`src/rtl/acumulador_pkg.sv`:
```
// acumulador_pkg
// Purpose: types and constants shared by the result accumulator and its
//          sample counter.
// Contents: run-state enumeration, adder result width and range, counter width.
package acumulador_pkg;

  localparam int unsigned LARGURA_RESULTADO = 5;
  localparam int unsigned MAX_RESULTADO     = 30;
  localparam int unsigned LARGURA_CONTAGEM  = 8;

  typedef enum logic [1:0] {
    OCIOSO     = 2'd0,
    ACUMULANDO = 2'd1,
    CONCLUIDO  = 2'd2
  } estado_t;

endpackage : acumulador_pkg

```
`src/rtl/acumulador_resultado_contador_amostras.sv`:
```
// contador_amostras
// Purpose: 8-bit count of samples accepted in the current run, with a
//          terminal flag telling the FSM that the next accepted sample
//          completes the run.
// Ports:
//   clk, rst_n     in  1  clock, async active-low reset
//   i_limpar       in  1  synchronous clear (has priority over enable)
//   i_habilitar    in  1  count one accepted sample
//   o_contagem     out 8  registered count
//   o_terminal_c   out 1  count equals N_AMOSTRAS-1 (combinational decode)
module contador_amostras
  import acumulador_pkg::*;
#(
  parameter int unsigned N_AMOSTRAS = 4
) (
  input  logic                        clk,
  input  logic                        rst_n,
  input  logic                        i_limpar,
  input  logic                        i_habilitar,
  output logic [LARGURA_CONTAGEM-1:0] o_contagem,
  output logic                        o_terminal_c
);

  logic [LARGURA_CONTAGEM-1:0] r_contagem;

  // Sample counter
  always_ff @(posedge clk or negedge rst_n) begin
    if (!rst_n) begin
      r_contagem <= '0;
    end else if (i_limpar) begin
      r_contagem <= '0;
    end else if (i_habilitar) begin
      r_contagem <= r_contagem + LARGURA_CONTAGEM'(1);
    end
  end

  // Compared one below the target so the FSM can leave ACUMULANDO on the
  // same edge that registers the Nth sample.
  assign o_terminal_c = (r_contagem == LARGURA_CONTAGEM'(N_AMOSTRAS - 1));
  assign o_contagem   = r_contagem;

endmodule : contador_amostras

```
`src/rtl/acumulador_resultado.sv`:
```
// acumulador_resultado
// Purpose: accepts 5-bit adder results over a valid/ready handshake and sums
//          N_AMOSTRAS of them into a LARGURA_ACC-bit total, flagging a held
//          completion and a sticky overflow.
// Build option: ACUMULADOR_SATURA_EN -- when defined the total clamps to all
//          ones on carry-out; otherwise it wraps modulo 2^LARGURA_ACC.
// Ports:
//   clk, rst_n         in  1   clock, async active-low reset
//   iniciar            in  1   start/restart a run (clears total/count/overflow)
//   resultado_valido   in  1   upstream sample valid
//   resultado          in  5   adder result, 0..30
//   pronto             out 1   ready to accept a sample
//   total              out W   accumulated sum
//   total_valido       out 1   run complete, total final
//   overflow           out 1   sticky carry-out seen this run
//   contagem           out 8   samples accepted this run
module acumulador_resultado
  import acumulador_pkg::*;
#(
  parameter int unsigned N_AMOSTRAS  = 4,
  parameter int unsigned LARGURA_ACC = 8
) (
  input  logic                         clk,
  input  logic                         rst_n,
  input  logic                         iniciar,
  input  logic                         resultado_valido,
  input  logic [LARGURA_RESULTADO-1:0] resultado,
  output logic                         pronto,
  output logic [LARGURA_ACC-1:0]       total,
  output logic                         total_valido,
  output logic                         overflow,
  output logic [LARGURA_CONTAGEM-1:0]  contagem
);

  localparam int unsigned LARGURA_SOMA = LARGURA_ACC + 1;

  estado_t                   r_estado;
  estado_t                   w_estado_prox;
  logic                      r_pronto;
  logic                      r_total_valido;
  logic                      w_pronto_prox;
  logic                      w_total_valido_prox;
  logic [LARGURA_ACC-1:0]    r_total;
  logic [LARGURA_ACC-1:0]    w_total_prox;
  logic                      r_overflow;
  logic [LARGURA_SOMA-1:0]   w_soma;
  logic                      w_transferencia;
  logic                      w_terminal;

  // iniciar wins over a same-cycle transfer, which is then discarded
  assign w_transferencia = resultado_valido && r_pronto && !iniciar;

  contador_amostras #(
    .N_AMOSTRAS (N_AMOSTRAS)
  ) u_contador_amostras (
    .clk          (clk),
    .rst_n        (rst_n),
    .i_limpar     (iniciar),
    .i_habilitar  (w_transferencia),
    .o_contagem   (contagem),
    .o_terminal_c (w_terminal)
  );

  // State register plus the registered decodes of the next state
  always_ff @(posedge clk or negedge rst_n) begin
    if (!rst_n) begin
      r_estado       <= OCIOSO;
      r_pronto       <= 1'b0;
      r_total_valido <= 1'b0;
    end else begin
      r_estado       <= w_estado_prox;
      r_pronto       <= w_pronto_prox;
      r_total_valido <= w_total_valido_prox;
    end
  end

  // Next state and next-state output decode
  always_comb begin
    w_estado_prox       = r_estado;
    w_pronto_prox       = 1'b0;
    w_total_valido_prox = 1'b0;
    case (r_estado)
      OCIOSO: begin
        if (iniciar) w_estado_prox = ACUMULANDO;
      end
      ACUMULANDO: begin
        if (iniciar)                              w_estado_prox = ACUMULANDO;
        else if (w_transferencia && w_terminal)   w_estado_prox = CONCLUIDO;
      end
      CONCLUIDO: begin
        if (iniciar) w_estado_prox = ACUMULANDO;
      end
      default: w_estado_prox = OCIOSO;
    endcase
    w_pronto_prox       = (w_estado_prox == ACUMULANDO);
    w_total_valido_prox = (w_estado_prox == CONCLUIDO);
  end

  // One extra bit so the carry-out is visible
  assign w_soma = LARGURA_SOMA'(r_total) + LARGURA_SOMA'(resultado);

`ifdef ACUMULADOR_SATURA_EN
  // Once clamped, the total stays at all ones for the rest of the run
  assign w_total_prox = (w_soma[LARGURA_ACC] || r_overflow) ? '1 : w_soma[LARGURA_ACC-1:0];
`else
  assign w_total_prox = w_soma[LARGURA_ACC-1:0];
`endif

  // Accumulator and sticky overflow
  always_ff @(posedge clk or negedge rst_n) begin
    if (!rst_n) begin
      r_total    <= '0;
      r_overflow <= 1'b0;
    end else if (iniciar) begin
      r_total    <= '0;
      r_overflow <= 1'b0;
    end else if (w_transferencia) begin
      r_total <= w_total_prox;
      if (w_soma[LARGURA_ACC]) r_overflow <= 1'b1;
    end
  end

  assign pronto       = r_pronto;
  assign total        = r_total;
  assign total_valido = r_total_valido;
  assign overflow     = r_overflow;

endmodule : acumulador_resultado
```
`config.mk`:
```
export PLATFORM = sky130hd
export DESIGN_NAME = acumulador_resultado
export DESIGN_NICKNAME = d
export VERILOG_FILES = /design/src/rtl/acumulador_pkg.sv /design/src/rtl/acumulador_resultado_contador_amostras.sv /design/src/rtl/acumulador_resultado.sv
export SDC_FILE = /design/constraint.sdc
export NUM_CORES = 1
export LEC_CHECK = 0
export CORE_MARGIN = 5
export CORE_UTILIZATION = 40
export DETAILED_ROUTE_END_ITERATION = 10
export PLACE_DENSITY = 0.67
export SYNTH_ARGS = -nofsm -noshare
export SYNTH_HDL_FRONTEND = slang
export SYNTH_SLANG_ARGS = --single-unit
```
`constraint.sdc`:
```
create_clock -name clk -period 3.2 [get_ports clk]
set_input_delay 0.32 -clock clk [delete_from_list [all_inputs] [get_ports clk]]
set_output_delay 0.32 -clock clk [all_outputs]
set_load 0.05 [all_outputs]
```
==> summary.md, run 1 <==
| Metric | Value |
|---|---|
| Synth Net Count | `roughly 130` |
| Max-slew violations | `0` |
| TritonCTS clock tree | `yes` |
| Die W | `roughly 62 µm` |
| Cell area after synthesis | `roughly 0.0011 mm²` |
| Busiest metal layer after global routing | `met2` |
| Hold-fix buffers, CTS | `0` |
| Post-CTS setup buffers | `0` |
| N_diodes | `0` |
| Met1 Resource Use GR | `approximately 17%` |
| Detail Placement HPWL | `around 1800 µm` |
| Worst-margin pin slew | `~960 ps` |
| Via density | `~5.4` |
| Adder-Cell Fraction of Synth Area | `8.73%` |
| Crit path kind | `primary input to flip-flop` |
| XOR/XNOR Fraction of Synth Area | `under 10%` |
| Max Cap Viol | `0` |
| IO Port Bufs | `27` |
| Period utilization | `between 60 and 70%` |
| Worst Path Arrival | `about 2300 ps` |
| Die area | `0.00387 mm²` |
| Syn Area/Cell | `around 9.7 µm²` |
| TNS Setup | `0 ps` |
| Post-synthesis register bit count | `21` |
| Num ports | `28` |
| Num rows | `19` |
| Synth Area in Compound Gates | `between 10% and 20%` |
| Largest net degree at the start of global routing | `23` |
| Leak | `0.000598 µW` |
| Share of layout cells above drive strength 1 | `under 10%` |
| Cts bufs inserted | `3` |
| Post-layout nets | `around 160` |
| Initial core utilization | `40.6%` |
| Final Wtd Congestion | `between 0.8 and 0.9` |
| Largest family of logic cells by synthesized area | `simple AND/OR/NAND/NOR gates` |
| Req. time, crit path | `around 3400 ps` |
| Clk root buf | `clkbuf_4` |
| Core area | `0.00269 mm²` |
| Die Y | `slightly above 60 µm` |
| Status | `complete, no violations` |
| Ys Warns | `0` |
| Met3 Use GR | `between 1.5 and 2%` |
| Ys flop type | `dfrtp_1` |
| CTS sink cnt | `21` |
| Initial antenna violation count | `0` |
| Power Dens Cells | `approximately 400 mW/mm²` |
| Distinct cells, synth | `30` |
| Clock transition at path regs | `about 120 ps` |
| Min Hold Slack | `about 520 ps` |
| GRT Total Usage | `13.1%` |
| Number of synthesized flops with an enable pin | `0` |
| Grt total ovfl | `0` |
| Post-synthesis mux area share | `0%` |
| First-pass GRT wire length | `4230 µm` |
| Post-synthesis simple-gate area fraction | `20.8%` |
| Clock latency on the worst-skew pair | `~300 ps` |
| Post-CTS Resized | `0` |
| DRT antenna net count | `0` |
| Worst VDD drop | `about 270 µV` |
| Drt first pass iters | `4` |
| FMAX | `about 490 MHz` |
| Residual DRC | `0` |
| Worst-path maximum fanout | `3` |
| Fill cells | `about 250` |
| Routed WL | `between 2000 and 2500 µm` |
| Maximum clock insertion buffer count | `2` |
| H-Tree Depth | `1` |
| Wire per inst | `about 14 µm` |
| Slew headroom | `~36%` |
| Vias in the first global route | `approximately 930` |
| Post-synth ARST share | `100%` |
| Post-synthesis sequential area ratio | `48.2%` |
| Worst setup EP type | `flip-flop` |
| Total power | `around 570 µW` |
| Layout area overhead | `30.0%` |
| Multi-input gate area | `544 µm²` |
| Final Hold Viols | `0` |
| Final Skew | `approximately 5.1 ps` |
| Final min period | `between 2000 and 2500 ps` |
| Gate Count Post-Synth | `about 110` |
| Startpoint types | `primary input` |
| Min-Delay Path Class | `flip-flop to flip-flop` |
| GR Layer Usage met2 | `22.2%` |
| Final setup vio count | `0` |
| RSZ-0062 raised after global routing | `no` |
| Sequential cell area | `526 µm²` |
| Via count | `between 900 and 1k` |
| Drt first-iter violations | `27` |
[routing by layer]
| metal | wire, µm | share of wire, % |
|---|---|---|
| met5 | 0 | 0 |
| met3 | 63 | 2.6 |
| met2 | 1240 | 50 |
| met1 | 1120 | 46 |
| met4 | 36 | 1.5 |
[final timing paths]
check / slack (ps) / end / cells after the start / start
max in group asynchronous: 2080 / total[5] / 1 / rst_n
max: 1150 / total[6] / 7 / resultado[0]
min reg2reg: 520 / r_estado[0] / 1 / r_estado[1]
max reg2reg: 1170 / total[6] / 6 / total[0]
min in group asynchronous: 530 / total[0] / 1 / rst_n
min: 520 / r_estado[0] / 1 / r_estado[1]
[state kept, by name, indices dropped and copies added (netlist names)]
register                        flops
total_valido                        1
overflow                            1
u_contador_amostras.o_contagem      8
pronto                              1
total                               8
r_estado                            2
[Yosys cell counts (all sizes together), types with 3 or more instances]
master  instances  area share, %
xor2            6            4.8
nor2           19            6.5
ha              6            6.9
nand2           9            3.1
clkbuf          3            1.0
and3            3            1.7
nand4           6            3.4
dfrtp          21             48
a21oi           9            4.1
a211oi          3            2.1
[cell type report]
| cell class | instances | share of cell area [%] |
|---|---|---|
| timing repair buffer | 28 | 19.6 |
| inverter | 1 | 0.265 |
| tap | 31 | 2.74 |
| multi-input combinational | 86 | 38.4 |
| sequential | 21 | 37.1 |
| clock buffer | 4 | 1.86 |
[through the flow]
step                worst slack [ps]  std cells  instance area, µm²  utilization, %
global route                    1030        171                1420            52.7
detailed placement               850        167                1390            51.7
floorplan                       1070        112                1090               -
CTS                             1160        171                1420            52.7
finish                          1150        171                1420            52.7
global placement                 883        167                1390            51.7
[report_power, final]
group / switching [µW] / internal [µW] / leakage [µW] / total (µW)
Sequential: 12.7 / 276 / 0.000278 / 289
Clock: 78.8 / 48.6 / 0.0000150 / 127
Combinational: 95.6 / 55.9 / 0.000305 / 152
[kinds of logic (layout without fill, tap and decap cells)]
kind of cell / Yosys count / count (layout)
flip-flops: 21 / 21
buffers and inverters: 5 / 33
AND/OR/NAND/NOR: 47 / 47
AO/OA/AOI/OAI: 24 / 24
XOR/XNOR: 8 / 8
adder cells (fa/ha/maj): 7 / 7
[placed cells by master (no fill, tap or decap), types with 6 or more instances in the layout]
cell type	count
ha_1	6
dfrtp_1	21
clkdlybuf4s50_1	27
nor2_1	19
nand2_1	9
xor2_1	6
a21oi_1	9
nand4_1	6
[worst max-delay path: stages]
cell and delay (ps):
clkdlybuf4s50_1 400, ha_1 220, fa_1 410, a211oi_1 370, o21bai_1 180, a31o_2 270, a21oi_1 110
Note: power is estimated with default switching activity, not from simulation.
==> run 2, diff against run 1 <==
Clock period 3.2 ns to 1.95 ns, I/O delays scaled along.
==> run 2 against run 1 <==
Against the previous run:
- non-clock buffer count rose by 11
- die area unchanged
- final area grew 6.8%
- utilization increased by 3.6 points
- first-iteration DRC count fell by 19%
- cell count increased by 6.4%
- via count increased by 6.1%
- worst hold slack got worse by 250 ps
- critical path type is now flip-flop to flip-flop
- largest power group unchanged
==> summary.md, run 2 (synthesized netlist as in run 1, its figures left out) <==
| Metric | Value |
|---|---|
| Most frequent cells in the layout | `27 x clkdlybuf4s50_1, 20 x dfrtp_1, 19 x nor2_1` |
| Drt first pass iters | `4` |
| Via count | `984` |
| Layout area overhead | `38.8%` |
| GRT Total Usage | `about an eighth` |
| Period utilization | `between 90 and 100%` |
| Final core utilization | `56.3%` |
| Via density | `5.41` |
| Largest net degree at the start of global routing | `22` |
| Clock transition at path regs | `around 120 ps` |
| Worst-margin pin slew | `approximately 640 ps` |
| Clk root buf | `clkbuf_4` |
| Worst setup EP type | `flip-flop` |
| Power Dens Cells | `around 640 mW/mm²` |
| Fill cells | `~260` |
| Residual DRC | `0` |
| Max-slew violations | `0` |
| Final Skew | `roughly 9.3 ps` |
| Worst VDD drop | `between 400 and 500 µV` |
| N_diodes | `0` |
| CP max-delay cell | `dfrtp_2` |
| Num ports | `28` |
| Final min period | `around 1800 ps` |
| Final setup vio count | `0` |
| Busiest metal layer after global routing | `met2` |
| Grt total ovfl | `0` |
| Worst Path Arrival | `between 2000 and 2500 ps` |
| Share of layout cells above drive strength 1 | `13.9%` |
| Total power | `roughly 970 µW` |
| Die area | `0.00387 mm²` |
| Worst-path maximum fanout | `3` |
| Startpoint types | `flip-flop` |
| Final Worst Setup Slack | `115 ps` |
| Multi-input gate area | `556 µm²` |
| Post-layout nets | `168` |
| First-pass GRT wire length | `between 4000 and 5000 µm` |
| Drt first-iter violations | `22` |
| Crit path kind | `flip-flop to flip-flop` |
| Initial antenna violation count | `0` |
| Slowest stage delay, CP | `between 400 and 500 ps` |
| Setup WS pre-CTS | `-185 ps` |
| H-Tree Depth | `1` |
| Critical Path, Cell by Cell | `ha_1 -> fa_2 -> a211oi_2 -> o21bai_2 -> a31o_2 -> a21oi_1` |
| Met3 Use GR | `2.34%` |
| Req. time, crit path | `between 2000 and 2500 ps` |
| Die W | `roughly 62 µm` |
| Min-Delay Path Class | `primary input to async pin` |
| Max Cap Viol | `0` |
| Status | `complete, no violations` |
| Sequential cell area | `about 530 µm²` |
| TritonCTS clock tree | `yes` |
| Min Hold Slack | `269 ps` |
| Core area | `between 0.002 and 0.003 mm²` |
| Die Y | `about 62 µm` |
| GR Layer Usage met2 | `23.3%` |
| Cts bufs inserted | `3` |
| FMAX | `approximately 540 MHz` |
| Routed WL | `roughly 2500 µm` |
| IO Port Bufs | `27` |
| Vias in the first global route | `~950` |
| Initial core utilization | `about two fifths` |
| DRT antenna net count | `0` |
| Final Wtd Congestion | `about 0.85` |
| Detail Placement HPWL | `just under 2000 µm` |
| Clock latency on the worst-skew pair | `approximately 300 ps` |
| Leak | `between 0.0006 and 0.0007 µW` |
| CTS sink cnt | `21` |
| Slew headroom | `57.2%` |
| Most common cell after layout, fill and taps aside | `clkdlybuf4s50_1` |
| RSZ-0062 raised after global routing | `no` |
| Wire per inst | `13.8 µm` |
| Met1 Resource Use GR | `roughly 16%` |
| Maximum clock insertion buffer count | `2` |
| Num rows | `19` |
| Final Hold Viols | `0` |
-- run 2: per-layer routing --
layer | wire, µm | vias to the layer above
met2 | 1350 | 18
met4 | 23 | 0
met5 | 0 | -
met1 | 1060 | 477
met3 | 81 | 4
li1 | - | 485
-- run 2: stage by stage --
| stage | TNS [ps] | instance area [µm²] | std cells |
|---|---|---|---|
| floorplan | -16.0 | 1100 | 112 |
| global placement | -235 | 1460 | 176 |
| detailed placement | -478 | 1460 | 176 |
| CTS | 0 | 1500 | 181 |
| global route | 0 | 1510 | 182 |
| finish | 0 | 1510 | 182 |
-- run 2: path summary, 6_finish.rpt --
path                       cells past startpoint          end        start  slack, ps
setup / recovery                               6     total[6]     total[0]        110
hold / removal                                 1     total[1]        rst_n        270
setup reg to reg                               6     total[6]     total[0]        110
hold reg to reg                                1       pronto  r_estado[1]        510
max in group asynchronous                      2  r_estado[1]        rst_n       1140
min in group clk                               1       pronto  r_estado[1]        510
-- run 2: repair_timing --
action / CTS / global route
endpoints found under the setup margin: 1 / 3
pin swaps: 1 / 1
buffers inserted: 1 / 1
hold buffers: 0 / 0
resized for setup: 0 / 2
-- run 2: final cells by class --
class / count / area share (%)
Clock inverter: 1 / 0.331
Sequential cell: 21 / 34.8
Multi-Input combinational cell: 86 / 36.7
Tap cell: 31 / 2.56
Timing Repair Buffer: 39 / 23.8
Clock buffer: 3 / 1.49
Inverter: 1 / 0.248
-- run 2: critical path: cells and delay by family, from the launching register on --
family	cells	cell delay, ps
compound gates	4	760
fa+ha+maj	2	580
flops	1	430
-- run 2: report_power, final --
group	switching, µW	total (µW)	leakage, µW	internal [µW]
clock network	132	208	0.0000177	76.4
registers	19.7	474	0.000276	454
logic	167	287	0.000363	120
==> run 3, diff against run 2 <==
Settings changed: CORE_MARGIN 5 to unset.
==> run 3 against run 2 <==
Against the previous run:
- fmax decreased by 3.0%
- combinational power decreased by 2%
- final area decreased by 0.91%
- non-clock buffer count decreased by 1
- largest cell class unchanged
==> summary.md, run 3 (synthesized netlist as in run 1, its figures left out) <==
| Metric | Value |
|---|---|
| N_diodes | `0` |
| Max-slew violations | `0` |
| Wire per inst | `about 13 µm` |
| CP max-delay cell | `dfrtp_2` |
| Initial core utilization | `43.2%` |
| Worst-path maximum fanout | `3` |
| H-Tree Depth | `1` |
| Clock latency on the worst-skew pair | `~290 ps` |
| Startpoint types | `flip-flop` |
| Num rows | `18` |
| Clock transition at path regs | `roughly 110 ps` |
| Power Dens Cells | `approximately 640 mW/mm²` |
| Post-layout nets | `~170` |
| Detail Placement HPWL | `~1800 µm` |
| RR Endpoint | `total[6]` |
| Setup WS pre-CTS | `-173 ps` |
| Via count | `965` |
| TritonCTS clock tree | `yes` |
| Final Wtd Congestion | `between 0.7 and 0.8` |
| Min Hold Slack | `approximately 300 ps` |
| Most frequent cells in the layout | `27 x clkdlybuf4s50_1, 20 x dfrtp_1, 19 x nor2_1` |
| Residual DRC | `0` |
| Largest net degree at the start of global routing | `22` |
| Reg2reg path depth | `6` |
| Reg2reg start | `total[0]` |
| Worst VDD drop | `about 420 µV` |
| Slew headroom | `55.0%` |
| Req. time, crit path | `approximately 2200 ps` |
| Vias in the first global route | `roughly 840` |
| Via density | `between 5 and 6` |
| Slowest stage delay, CP | `approximately 420 ps` |
| Cts bufs inserted | `3` |
| Crit path kind | `flip-flop to flip-flop` |
| Status | `complete, no violations` |
| Final Skew | `approximately 3.2 ps` |
| Layout area overhead | `37.5%` |
| Worst setup EP type | `flip-flop` |
| Num ports | `28` |
| Most common cell after layout, fill and taps aside | `clkdlybuf4s50_1` |
| Die area | `between 0.002 and 0.003 mm²` |
| Setup slack, reg-to-reg | `roughly 58 ps` |
| Final min period | `roughly 1900 ps` |
| Die Y | `approximately 54 µm` |
| Core area | `0.00252 mm²` |
| Fill cells | `roughly 250` |
| Clk root buf | `clkbuf_4` |
| Critical Path, Cell by Cell | `ha_1 -> fa_2 -> a211oi_2 -> o21bai_1 -> a31o_2 -> a21oi_1` |
| Final Worst Setup Slack | `just under 60 ps` |
| Worst-margin pin slew | `673 ps` |
| Routed WL | `2370 µm` |
| GRT Total Usage | `about a fifth` |
| Leak | `about 0.00064 µW` |
| First-pass GRT wire length | `roughly 3900 µm` |
| Min-Delay Path Class | `primary input to async pin` |
| Grt total ovfl | `0` |
| Worst Path Arrival | `between 2000 and 2500 ps` |
| Period utilization | `between 90 and 100%` |
| CTS sink cnt | `21` |
| Drt first pass iters | `4` |
| Share of layout cells above drive strength 1 | `a little under an eighth` |
| IO Port Bufs | `27` |
| RSZ-0062 raised after global routing | `no` |
| DRT antenna net count | `0` |
| Final setup vio count | `0` |
| Final Hold Viols | `0` |
| Die W | `approximately 54 µm` |
| Max Cap Viol | `0` |
| FMAX | `529 MHz` |
| Maximum clock insertion buffer count | `2` |
| Initial antenna violation count | `0` |
| Drt first-iter violations | `10` |
run 3: changes by cell type in the layout (fill, tap and decap cells not counted), sizes merged:
cell    delta
buf        -1
clkbuf     +1
clkinv     -1
run 3: metrics by stage:
| stage | util (%) | area [µm²] | TNS [ps] | power, µW | std cells |
|---|---|---|---|---|---|
| floorplan | - | 1100 | -16.0 | 646 | 112 |
| global placement | 58.0 | 1460 | -214 | 753 | 175 |
| detailed placement | 58.0 | 1460 | -386 | 758 | 175 |
| CTS | 59.0 | 1490 | 0 | 960 | 179 |
| global route | 59.4 | 1500 | 0 | 1010 | 180 |
| finish | 59.4 | 1500 | 0 | 955 | 180 |
run 3: how the worst max path moves through the flow:
| stage | startpoint | endpoint | slack, ps | depth (start not counted) |
|---|---|---|---|---|
| global route | total[0] | total[6] | 2 | 6 |
| finish | total[0] | total[6] | 60 | 6 |
| detailed placement | resultado[0] | total[6] | -170 | 7 |
| floorplan | total[2] | total[7] | -20 | 5 |
| global placement | resultado[0] | total[6] | -120 | 7 |
| CTS | total[0] | total[6] | 20 | 6 |
run 3: critical path: cells and delay by family (launching register included):
family | cells | cell delay [ps]
compound gates | 4 | 830
flops | 1 | 420
fa+ha+maj | 2 | 590
run 3: what timing repair did:
item	4_1_cts	5_1_grt
resized for setup	0	1
endpoints found under the setup margin	0	1
buffers inserted	0	1
hold buffers	0	0
hold endpoints to repair	0	0
run 3: final cells by class:
type                            instances  area (µm²)  area share, %
Tap cell                               30        37.5           2.50
Clock buffer                            4        26.3           1.75
Inverter                                1        3.75          0.250
Sequential cell                        21         527           35.1
Timing Repair Buffer                   38         353           23.5
Multi-Input combinational cell         86         552           36.8
run 3: per-layer routing:
metal	track usage (%)	vias up	share of wire, %
li1	-	480	-
met1	25.0	470	46
met2	29.9	13	50
met3	5.93	2	3.5
met4	2.56	0	0.51
met5	0	-	0
run 3: report_power, final:
| part | switching [µW] | internal [µW] |
|---|---|---|
| combinational | 165 | 116 |
| clock | 119 | 79.6 |
| sequential | 20.1 | 454 |
| total | 305 | 650 |
